===== src/rtl/seg_scan_ctrl_if.sv =====
// Bus between the queue controller (master) and the digit scanner (slave).
//   en, load, digits_in, blank_in : controller -> scanner
//   bcd_out, an_n, digit_idx, frame_done : scanner -> decoder / anode pins
interface seg_scan_ctrl_if #(
  parameter int unsigned NUM_DIGITS = 4
) ();
  localparam int unsigned IDX_W = $clog2(NUM_DIGITS);

  logic                    en;
  logic                    load;
  logic [3*NUM_DIGITS-1:0] digits_in;
  logic [NUM_DIGITS-1:0]   blank_in;
  logic [2:0]              bcd_out;
  logic [NUM_DIGITS-1:0]   an_n;
  logic [IDX_W-1:0]        digit_idx;
  logic                    frame_done;

  modport master (
    output en, load, digits_in, blank_in,
    input  bcd_out, an_n, digit_idx, frame_done
  );

  modport slave (
    input  en, load, digits_in, blank_in,
    output bcd_out, an_n, digit_idx, frame_done
  );
endinterface


===== src/rtl/seg_scan_ctrl.sv =====
// Time-multiplexes one shared 3-bit-to-7-segment decoder across NUM_DIGITS
// common-anode digits of the bank queue display.
//   clk, rst  : clock (rising edge), synchronous active-high reset
//   bus.en    : scan enable, 0 = display dark
//   bus.load  : strobe capturing digits_in/blank_in into the pending snapshot
//   bus.bcd_out / an_n / digit_idx / frame_done : registered scan outputs
// Each digit slot is REFRESH_DIV cycles: BLANK_CYCLES with all anodes off
// (GUARD) followed by the digit's anode on (SHOW). The pending snapshot is
// copied to the active one only at frame start, so a frame never mixes values.
module seg_scan_ctrl #(
  parameter int unsigned NUM_DIGITS   = 4,
  parameter int unsigned REFRESH_DIV  = 100000,
  parameter int unsigned BLANK_CYCLES = 1000
) (
  input logic          clk,
  input logic          rst,
  seg_scan_ctrl_if.slave bus
);
  localparam int unsigned IDX_W = $clog2(NUM_DIGITS);
  localparam int unsigned CNT_W = $clog2(REFRESH_DIV);

  typedef enum logic [1:0] {IDLE, GUARD, SHOW} state_t;

  state_t                  state_q, state_d;
  logic [CNT_W-1:0]        cnt_q, cnt_d;
  logic [IDX_W-1:0]        idx_q, idx_d;
  logic [3*NUM_DIGITS-1:0] pend_q, pend_d;
  logic [NUM_DIGITS-1:0]   pblank_q, pblank_d;
  logic [3*NUM_DIGITS-1:0] act_q, act_d;
  logic [NUM_DIGITS-1:0]   ablank_q, ablank_d;
  logic [2:0]              bcd_q, bcd_d;
  logic [NUM_DIGITS-1:0]   an_q, an_d;
  logic                    fd_q, fd_d;

  always_comb begin
    state_d  = state_q;
    cnt_d    = cnt_q;
    idx_d    = idx_q;
    pend_d   = pend_q;
    pblank_d = pblank_q;
    act_d    = act_q;
    ablank_d = ablank_q;

    if (bus.load) begin
      pend_d   = bus.digits_in;
      pblank_d = bus.blank_in;
    end

    if (!bus.en) begin
      state_d = IDLE;
      cnt_d   = '0;
      idx_d   = '0;
    end else begin
      case (state_q)
        IDLE: begin
          state_d  = GUARD;
          cnt_d    = '0;
          idx_d    = '0;
          act_d    = pend_q;
          ablank_d = pblank_q;
        end
        GUARD: begin
          cnt_d = cnt_q + CNT_W'(1);
          if (cnt_q == CNT_W'(BLANK_CYCLES - 1)) state_d = SHOW;
        end
        SHOW: begin
          if (cnt_q == CNT_W'(REFRESH_DIV - 1)) begin
            cnt_d   = '0;
            state_d = GUARD;
            if (idx_q == IDX_W'(NUM_DIGITS - 1)) begin
              // Frame boundary: a load on this same edge lands in pending
              // only, so active takes the previous snapshot.
              idx_d    = '0;
              act_d    = pend_q;
              ablank_d = pblank_q;
            end else begin
              idx_d = idx_q + IDX_W'(1);
            end
          end else begin
            cnt_d = cnt_q + CNT_W'(1);
          end
        end
        default: state_d = IDLE;
      endcase
    end

    // Outputs are decoded from the next state so the registered pins line up
    // with the state register on every cycle.
    bcd_d = '0;
    an_d  = '1;
    fd_d  = 1'b0;
    if (state_d != IDLE) begin
      bcd_d = act_d[int'(idx_d)*3 +: 3];
      if (state_d == SHOW && !ablank_d[idx_d]) an_d[idx_d] = 1'b0;
      fd_d = (state_d == SHOW) && (cnt_d == CNT_W'(REFRESH_DIV - 1)) &&
             (idx_d == IDX_W'(NUM_DIGITS - 1));
    end
  end

  always_ff @(posedge clk) begin
    if (rst) begin
      state_q  <= IDLE;
      cnt_q    <= '0;
      idx_q    <= '0;
      pend_q   <= '0;
      pblank_q <= '0;
      act_q    <= '0;
      ablank_q <= '0;
      bcd_q    <= '0;
      an_q     <= '1;
      fd_q     <= 1'b0;
    end else begin
      state_q  <= state_d;
      cnt_q    <= cnt_d;
      idx_q    <= idx_d;
      pend_q   <= pend_d;
      pblank_q <= pblank_d;
      act_q    <= act_d;
      ablank_q <= ablank_d;
      bcd_q    <= bcd_d;
      an_q     <= an_d;
      fd_q     <= fd_d;
    end
  end

  assign bus.bcd_out    = bcd_q;
  assign bus.an_n       = an_q;
  assign bus.digit_idx  = idx_q;
  assign bus.frame_done = fd_q;
endmodule

===== src/flat_wrapper.sv =====
// flat-port wrapper written by rule: the top's interface ports become plain ports
module seg_scan_ctrl_flat 
#(
  parameter int unsigned NUM_DIGITS   = 4,
  parameter int unsigned REFRESH_DIV  = 100000,
  parameter int unsigned BLANK_CYCLES = 1000
)
  (clk, rst, bus_en, bus_load, bus_digits_in, bus_blank_in, bus_bcd_out, bus_an_n, bus_digit_idx, bus_frame_done);
  seg_scan_ctrl_if #(.NUM_DIGITS(NUM_DIGITS)) bus_i ();
  input logic clk;
  input logic rst;
  input wire logic [$bits(bus_i.en)-1:0] bus_en;
  input wire logic [$bits(bus_i.load)-1:0] bus_load;
  input wire logic [$bits(bus_i.digits_in)-1:0] bus_digits_in;
  input wire logic [$bits(bus_i.blank_in)-1:0] bus_blank_in;
  output wire logic [$bits(bus_i.bcd_out)-1:0] bus_bcd_out;
  output wire logic [$bits(bus_i.an_n)-1:0] bus_an_n;
  output wire logic [$bits(bus_i.digit_idx)-1:0] bus_digit_idx;
  output wire logic [$bits(bus_i.frame_done)-1:0] bus_frame_done;
  assign bus_i.en = bus_en;
  assign bus_i.load = bus_load;
  assign bus_i.digits_in = bus_digits_in;
  assign bus_i.blank_in = bus_blank_in;
  assign bus_bcd_out = bus_i.bcd_out;
  assign bus_an_n = bus_i.an_n;
  assign bus_digit_idx = bus_i.digit_idx;
  assign bus_frame_done = bus_i.frame_done;
  seg_scan_ctrl #(.NUM_DIGITS(NUM_DIGITS), .REFRESH_DIV(REFRESH_DIV), .BLANK_CYCLES(BLANK_CYCLES)) u_core (.clk(clk), .rst(rst), .bus(bus_i));
endmodule

===== config.mk =====
export PLATFORM = sky130hd
export DESIGN_NAME = seg_scan_ctrl_flat
export DESIGN_NICKNAME = d
export VERILOG_FILES = /design/src/rtl/seg_scan_ctrl_if.sv /design/src/rtl/seg_scan_ctrl.sv /design/src/flat_wrapper.sv
export SDC_FILE = /design/constraint.sdc
export NUM_CORES = 1
export LEC_CHECK = 0
export BUFFER_PORTS_ARGS = -buffer_cell sky130_fd_sc_hd__buf_2
export CAP_MARGIN = 20
export CELL_PAD_IN_SITES_DETAIL_PLACEMENT = 1
export CELL_PAD_IN_SITES_GLOBAL_PLACEMENT = 2
export CORE_UTILIZATION = 36
export CTS_CLUSTER_SIZE = 8
export DETAILED_ROUTE_END_ITERATION = 10
export MAX_ROUTING_LAYER = met4
export PLACE_DENSITY_LB_ADDON = 0.1
export REMOVE_ABC_BUFFERS = 1
export SETUP_SLACK_MARGIN = 0.05
export SLEW_MARGIN = 0
export SYNTH_ARGS = -nofsm -noshare
export SYNTH_HDL_FRONTEND = slang
export SYNTH_SLANG_ARGS = --single-unit

===== constraint.sdc =====
create_clock -name clk -period 2.4 [get_ports clk]
set_input_delay 0.12 -clock clk [delete_from_list [all_inputs] [get_ports clk]]
set_output_delay 0.12 -clock clk [all_outputs]
set_load 0.1 [all_outputs]

# Yosys cells after proc, flatten, opt, wreduce, memory -nomap -nowiden
# Index checks and enable logic that the tools add are counted.
[classes] addsub=2 n_mul=1 order_cmp=2 n_eq_ne=8 n_shift=1 mux=23 bitwise=3 n_reduce_logical=9
[ops] operator="$pmux 17 s3" n=1
[ops] operator="$mux 12" n=3
[ops] operator="$eq 17x17->1 const B" n=2
[ops] operator="$mux 17" n=2
[ops] operator="$shiftx 12x32->3" n=1
[ops] operator="$pmux 12 s2" n=1
[ops] operator="$add 17x1->17 const B" n=1
[ops] operator="$eq 17x10->1 const B" n=1
[ops] operator="$mux 2" n=6
[ops] operator="$mux 4" n=3
[ops] operator="$eq 2x2->1 const B" n=4
[ops] operator="$pmux 4 s2" n=1
[ops] operator="$pmux 2 s3" n=1
[ops] operator="$logic_and 1x1->1" n=4
[ops] operator="$mul 2x2->4 const B" n=1
[ops] operator="$not 4->4" n=1
[ops] operator="$pmux 2 s2" n=1
[ops] operator="$lt 2x3->1 const B" n=1
[ops] operator="$reduce_or 3->1" n=1
[ops] operator="$add 2x1->2 const B" n=1
[ops] operator="$bmux 1 s2" n=1
[ops] operator="$demux 1 s2" n=1
[ops] operator="$eq 2x1->1 const B" n=1
[ops] operator="$ge 2x1->1 const B" n=1
[ops] operator="other kinds (6)" n=8
[word_totals] reg_bits=61 output_inout_bits=10 word_cells=59

# Logic depth before layout (Yosys ltp)
[logic_depth] word_depth=11 mapped_depth=10 mapped_depth_nobuf=8

# Least setup slack after synthesis
# OpenSTA, ideal clock, no wires.
[synth_timing] path_type="register to register" start="register u_core.idx_q[0], in the netlist u_core.bus.digit_idx[0]" end="register u_core.bcd_q[0], in the netlist u_core.bus.bcd_out[0]" setup_time_ns=0.120 arrival_time_ns=2.305 setup_slack_ns=-0.025 path_stages_with_launch=10 path_buffers=2 synth_period_minus_slack_ns=2.425 cell_sequence="dfxtp_1 -> ha_1 -> inv_1 -> o21ai_0 -> nand3b_1 -> buf_2 -> buf_2 -> nand2_1 -> a21oi_1 -> o31a_1"
[synth_between] elab_chain_len=7
[synth_lines] item="start: declaration" line="seg_scan_ctrl.sv:26" source="logic [IDX_W-1:0] idx_q, idx_d;"
[synth_lines] item="start signal: assignment" line="seg_scan_ctrl.sv:115" source="idx_q <= idx_d;"
[synth_lines] item="$add 2x1->2 / $eq 2x2->1 (equally long branches)" line="seg_scan_ctrl.sv:77, seg_scan_ctrl.sv:70"
[synth_lines] item="$mux 2" line="seg_scan_ctrl.sv:70" source="if (idx_q == IDX_W'(NUM_DIGITS - 1)) begin"
[synth_lines] item="$mux 2" line="seg_scan_ctrl.sv:67" source="if (cnt_q == CNT_W'(REFRESH_DIV - 1)) begin"
[synth_lines] item="$pmux 2 s2" line="seg_scan_ctrl.sv:54" source="case (state_q)"
[synth_lines] item="$mux 2" line="seg_scan_ctrl.sv:49" source="if (!bus.en) begin"
[synth_lines] item="$mul 2x2->4" line="seg_scan_ctrl.sv:93" source="bcd_d = act_d[int'(idx_d)*3 +: 3];"
[synth_lines] item="$shiftx 12x32->3 (*)" line="seg_scan_ctrl.sv:93"
[synth_lines] item="end signal: assignment" line="seg_scan_ctrl.sv:109" source="bcd_q <= '0;"
[synth_lines] item="end signal: assignment" line="seg_scan_ctrl.sv:120" source="bcd_q <= bcd_d;"
[synth_lines] item="end: declaration" line="seg_scan_ctrl.sv:31" source="logic [2:0] bcd_q, bcd_d;"
# Every way passes the cells marked *; elsewhere a longest branch is shown, timed or not.
# A chain may end at the register's enable or synchronous reset.

# Worst setup path in the final report
[layout_timing] start="register u_core.cnt_q[1]" end="register u_core.fd_q, in the netlist u_core.bus.frame_done"
[layout_between] elab_chain_len=7
[layout_lines] item="start: declaration" line="seg_scan_ctrl.sv:25" source="logic [CNT_W-1:0] cnt_q, cnt_d;"
[layout_lines] item="start signal: assignment" line="seg_scan_ctrl.sv:114" source="cnt_q <= cnt_d;"
[layout_lines] item="$add 17x1->17, or another cell as far along" line="seg_scan_ctrl.sv:63, seg_scan_ctrl.sv:80"
[layout_lines] item="$mux 17, or another cell as far along" line="seg_scan_ctrl.sv:67"
[layout_lines] item="$pmux 17 s3 / $pmux 2 s3 (equally long branches)" line="seg_scan_ctrl.sv:54"
[layout_lines] item="$mux 17 / $mux 2 (equally long branches)" line="seg_scan_ctrl.sv:49"
[layout_lines] item="$eq 17x17->1, or another cell as far along" line="seg_scan_ctrl.sv:95" source="fd_d = (state_d == SHOW) && (cnt_d == CNT_W'(REFRESH_DIV - 1)) &&"
[layout_lines] item="$logic_and 1x1->1 / $not 1->1 (equally long branches)"
[layout_lines] item="$logic_and 1x1->1 / $reduce_or 2->1 (equally long branches)"
[layout_lines] item="end signal: assignment" line="seg_scan_ctrl.sv:111" source="fd_q <= 1'b0;"
[layout_lines] item="end signal: assignment" line="seg_scan_ctrl.sv:122" source="fd_q <= fd_d;"
[layout_lines] item="end: declaration" line="seg_scan_ctrl.sv:33" source="logic fd_q, fd_d;"
# Parallel ways exist; a longest one is shown, timed or not.

==> results.tsv <==
metric	value	unit
core area	7253	µm²
layout cell share with drive strength beyond 1	27.20	%
H-tree levels	3	
later-pin clock latency in the skew report	0.33	ns
crit-path max FO	4	
Gate Count Post-Synth	297	
period utilisation layout	94.54	%
ys flop type	dfxtp_1	
status	completed	
drt via density	4.958	
DRT Pass-1 Iters	4	
num rows	31	
combinational power share	5.7	%
startpoint types	flop	
CTS tree	done	
Final Instance Count excl. Fillers	452	
Core Util, Final	47.23	%
most numerous cell in the Yosys netlist	dfxtp_1	
Flop pwr share	48.4	%
Final min period	2.269	ns
Max Clk Rate	0.4407	GHz
Synth top cells by count	dfxtp_1, nor2_1, nand2_1, mux2i_1, a21oi_1	
top-area cell type share of the netlist area	45.16	%
grt total ovfl	0	
Residual DRC	0	
#FFs+latches synth	61	
Pwr Density	634.0	nW/µm²
EDFF count, synth	0	
Hold Crit Class	in2reg	
maxcap violations	0	
Die H	88.67	µm
RSZ-0062 raised after global routing	yes	
Yosys cell types	48	
Hold Path Depth	3	
post-synthesis average cell area	9.104	µm²
final setup vio count	0	
gpl congestion	0.8093	
clk sink count	61	
root buffer cell	clkbuf_8	
CP arrival	2.51	ns
first-pass GRT wire length	10.87	mm
P&R area growth vs syn	26.70	%
WP data required	2.64	ns
Ant. Diodes	0	
Hold Path End	u_core.pend_q[11]$_SDFFE_PP0P_	
drt wl/cell	14.83	µm
setup ws final	0.1311	ns
largest cells by area after synthesis	dfxtp_1, mux2i_1, nor2_1	
largest area contributor in the netlist	dfxtp_1	
PortBufs	29	
ANT nets after route	0	
register area share after synthesis	45.16	%
largest net degree at the start of global routing	36	
FFs w/ async S/R, synth	0	%
Top Ports	30	
Iter 0 DRT Violations	46	
Synth Cell Area	2704	µm²
Switching Share	22.77	%
CTS buffer count	9	
Design Power	0.002172	W
vias	2241	
deepest clock path buffer count	2	
final net count	370	
final WL	6.705	mm
Least-Margin Pin Slew	0.4903	ns
clock-pin slew on the worst setup and hold paths	0.07	ns
RR Startpoint	u_core.cnt_q[1]$_SDFF_PP0_	
TNS Setup	0	ns
worst hold start	bus_digits_in[11]	
antenna violations before repair	0	
initial cell density of the core	37.28	%
Post-DP HPWL	4.775	mm
NetSw	0.0004946	W
FF-to-FF setup slack	0.13	ns
Slew HR	67.54	%
synth warn	0	
CP endpoint kind	flop	
Place WS	-0.07881	ns
R2R cell count	9	
FF-to-FF End	u_core.bus.frame_done$_SDFF_PP0_	
Final Hold Viols	0	
P_int	0.001678	W
vias in the first global route	2272	
Pleak	1.407	nW
CP Class	reg2reg	
Clk pwr share	45.8	%
Max Slew Vio Count	0	
Max VDD drop	0.3972	mV
placed insts	431	
Die Area	7861	µm²
Worst Skew	0.01097	ns
total track usage	19.28	%
chip width	88.67	µm
-- critical path, cell delays in order (launching register included) --
cell and delay, ns:
dfxtp_2 0.36, ha_4 0.14, buf_6 0.10, nand2_4 0.06, nor3b_4 0.31, and3_4 0.24, and3_4 0.17, o2111ai_2 0.11
or4_4 0.55, nor4_4 0.14
-- state kept, by name (all words and copies together) (netlist names), 2 cells and up --
name / count
u_core.pend_q: 12
u_core.ablank_q: 4
u_core.bus.an_n: 4
u_core.bus.bcd_out: 3
u_core.pblank_q: 4
u_core.state_q: 2
u_core.bus.digit_idx: 2
u_core.cnt_q: 17
u_core.act_q: 12
-- cell usage in the layout, fill, tap and decap left out, types with 2 or more instances in the layout --
master | Yosys | final
clkbuf_8 | 0 | 9
a21oi_2 | 3 | 3
nand2b_1 | 7 | 6
a21oi_1 | 21 | 21
nor3b_1 | 2 | 2
and4_1 | 3 | 3
o31a_1 | 3 | 3
dfxtp_1 | 61 | 59
xor2_1 | 12 | 11
a211oi_1 | 3 | 3
dfxtp_2 | 0 | 2
nand4_1 | 4 | 4
clkinv_4 | 0 | 2
nor4b_1 | 2 | 2
buf_2 | 5 | 29
inv_1 | 2 | 2
nand2_1 | 36 | 35
buf_4 | 2 | 26
nor2b_1 | 3 | 3
clkinv_2 | 0 | 2
mux2i_1 | 23 | 23
nand3b_1 | 3 | 3
xnor2_1 | 6 | 6
bufinv_16 | 0 | 2
nor2_1 | 43 | 43
dlygate4sd3_1 | 0 | 2
and3_4 | 0 | 2
and4b_1 | 2 | 2
nand3_1 | 9 | 9
-- routing by layer --
metal	wire length (µm)	GRT usage [%]	share of wire, %
met3	170	5.970	2.5
met4	140	7.038	2.1
met5	0	-	0
met1	2954	21.14	44
met2	3440	32.80	51
-- metrics by stage --
stage,area [µm²],hold WS (ns)
after global routing,3426,0.01450
after floorplan,2604,0.1891
after detailed placement,3073,0.3651
after global placement,3073,0.3542
final,3426,0.01708
after CTS,3398,0.0004325
-- power by group through the flow --
stage	Combinational (W)	Sequential [W]	Clock (W)
after floorplan	0.0000582	0.00108	0
after global placement	0.000123	0.00107	0
after detailed placement	0.000124	0.00107	0
after CTS	0.000128	0.00105	0.00103
after global routing	0.000140	0.00105	0.00106
final	0.000125	0.00105	0.000996
-- what timing repair did --
action,in CTS,in global routing
pin swaps,8,5
setup endpoints to repair,1,7
cloned,0,0
resized for setup,14,6
hold endpoints to repair,2,0
buffers inserted,3,0
hold buffers,2,0
-- cell type report --
class	count	area, µm²
Clock buffer	10	127.6
Clock inverter	6	87.58
Fill cell	873	3827
Inverter	2	7.507
Multi-Input combinational cell	215	1464
Sequential cell	61	1224
Tap cell	99	123.9
Timing Repair Buffer	59	391.6
-- how the worst max path moves through the flow --
stage / to / from / depth (start not counted)
global route: u_core.bus.frame_done$_SDFF_PP0_ / u_core.cnt_q[1]$_SDFF_PP0_ / 9
global placement: u_core.bus.frame_done$_SDFF_PP0_ / u_core.cnt_q[1]$_SDFF_PP0_ / 9
detailed placement: u_core.bus.frame_done$_SDFF_PP0_ / u_core.cnt_q[1]$_SDFF_PP0_ / 9
finish: u_core.bus.frame_done$_SDFF_PP0_ / u_core.cnt_q[1]$_SDFF_PP0_ / 9
CTS: u_core.bus.frame_done$_SDFF_PP0_ / u_core.cnt_q[1]$_SDFF_PP0_ / 9
floorplan: u_core.bus.bcd_out[1]$_SDFF_PP0_ / u_core.bus.digit_idx[0]$_SDFF_PP0_ / 7
-- cell families (layout without fill, tap and decap cells) --
group                    count (synthesis)  in the layout  synth area share, %
buffers and inverters                   21             77                3.980
AND/OR/NAND/NOR                        133            133                26.38
XOR/XNOR                                18             18                5.831
multiplexers                            23             23                8.515
AO/OA/AOI/OAI                           39             39                9.209
flip-flops                              61             61                45.16
adder cells (fa/ha/maj)                  2              2               0.9253
Note: power is estimated with default switching activity, not from simulation.
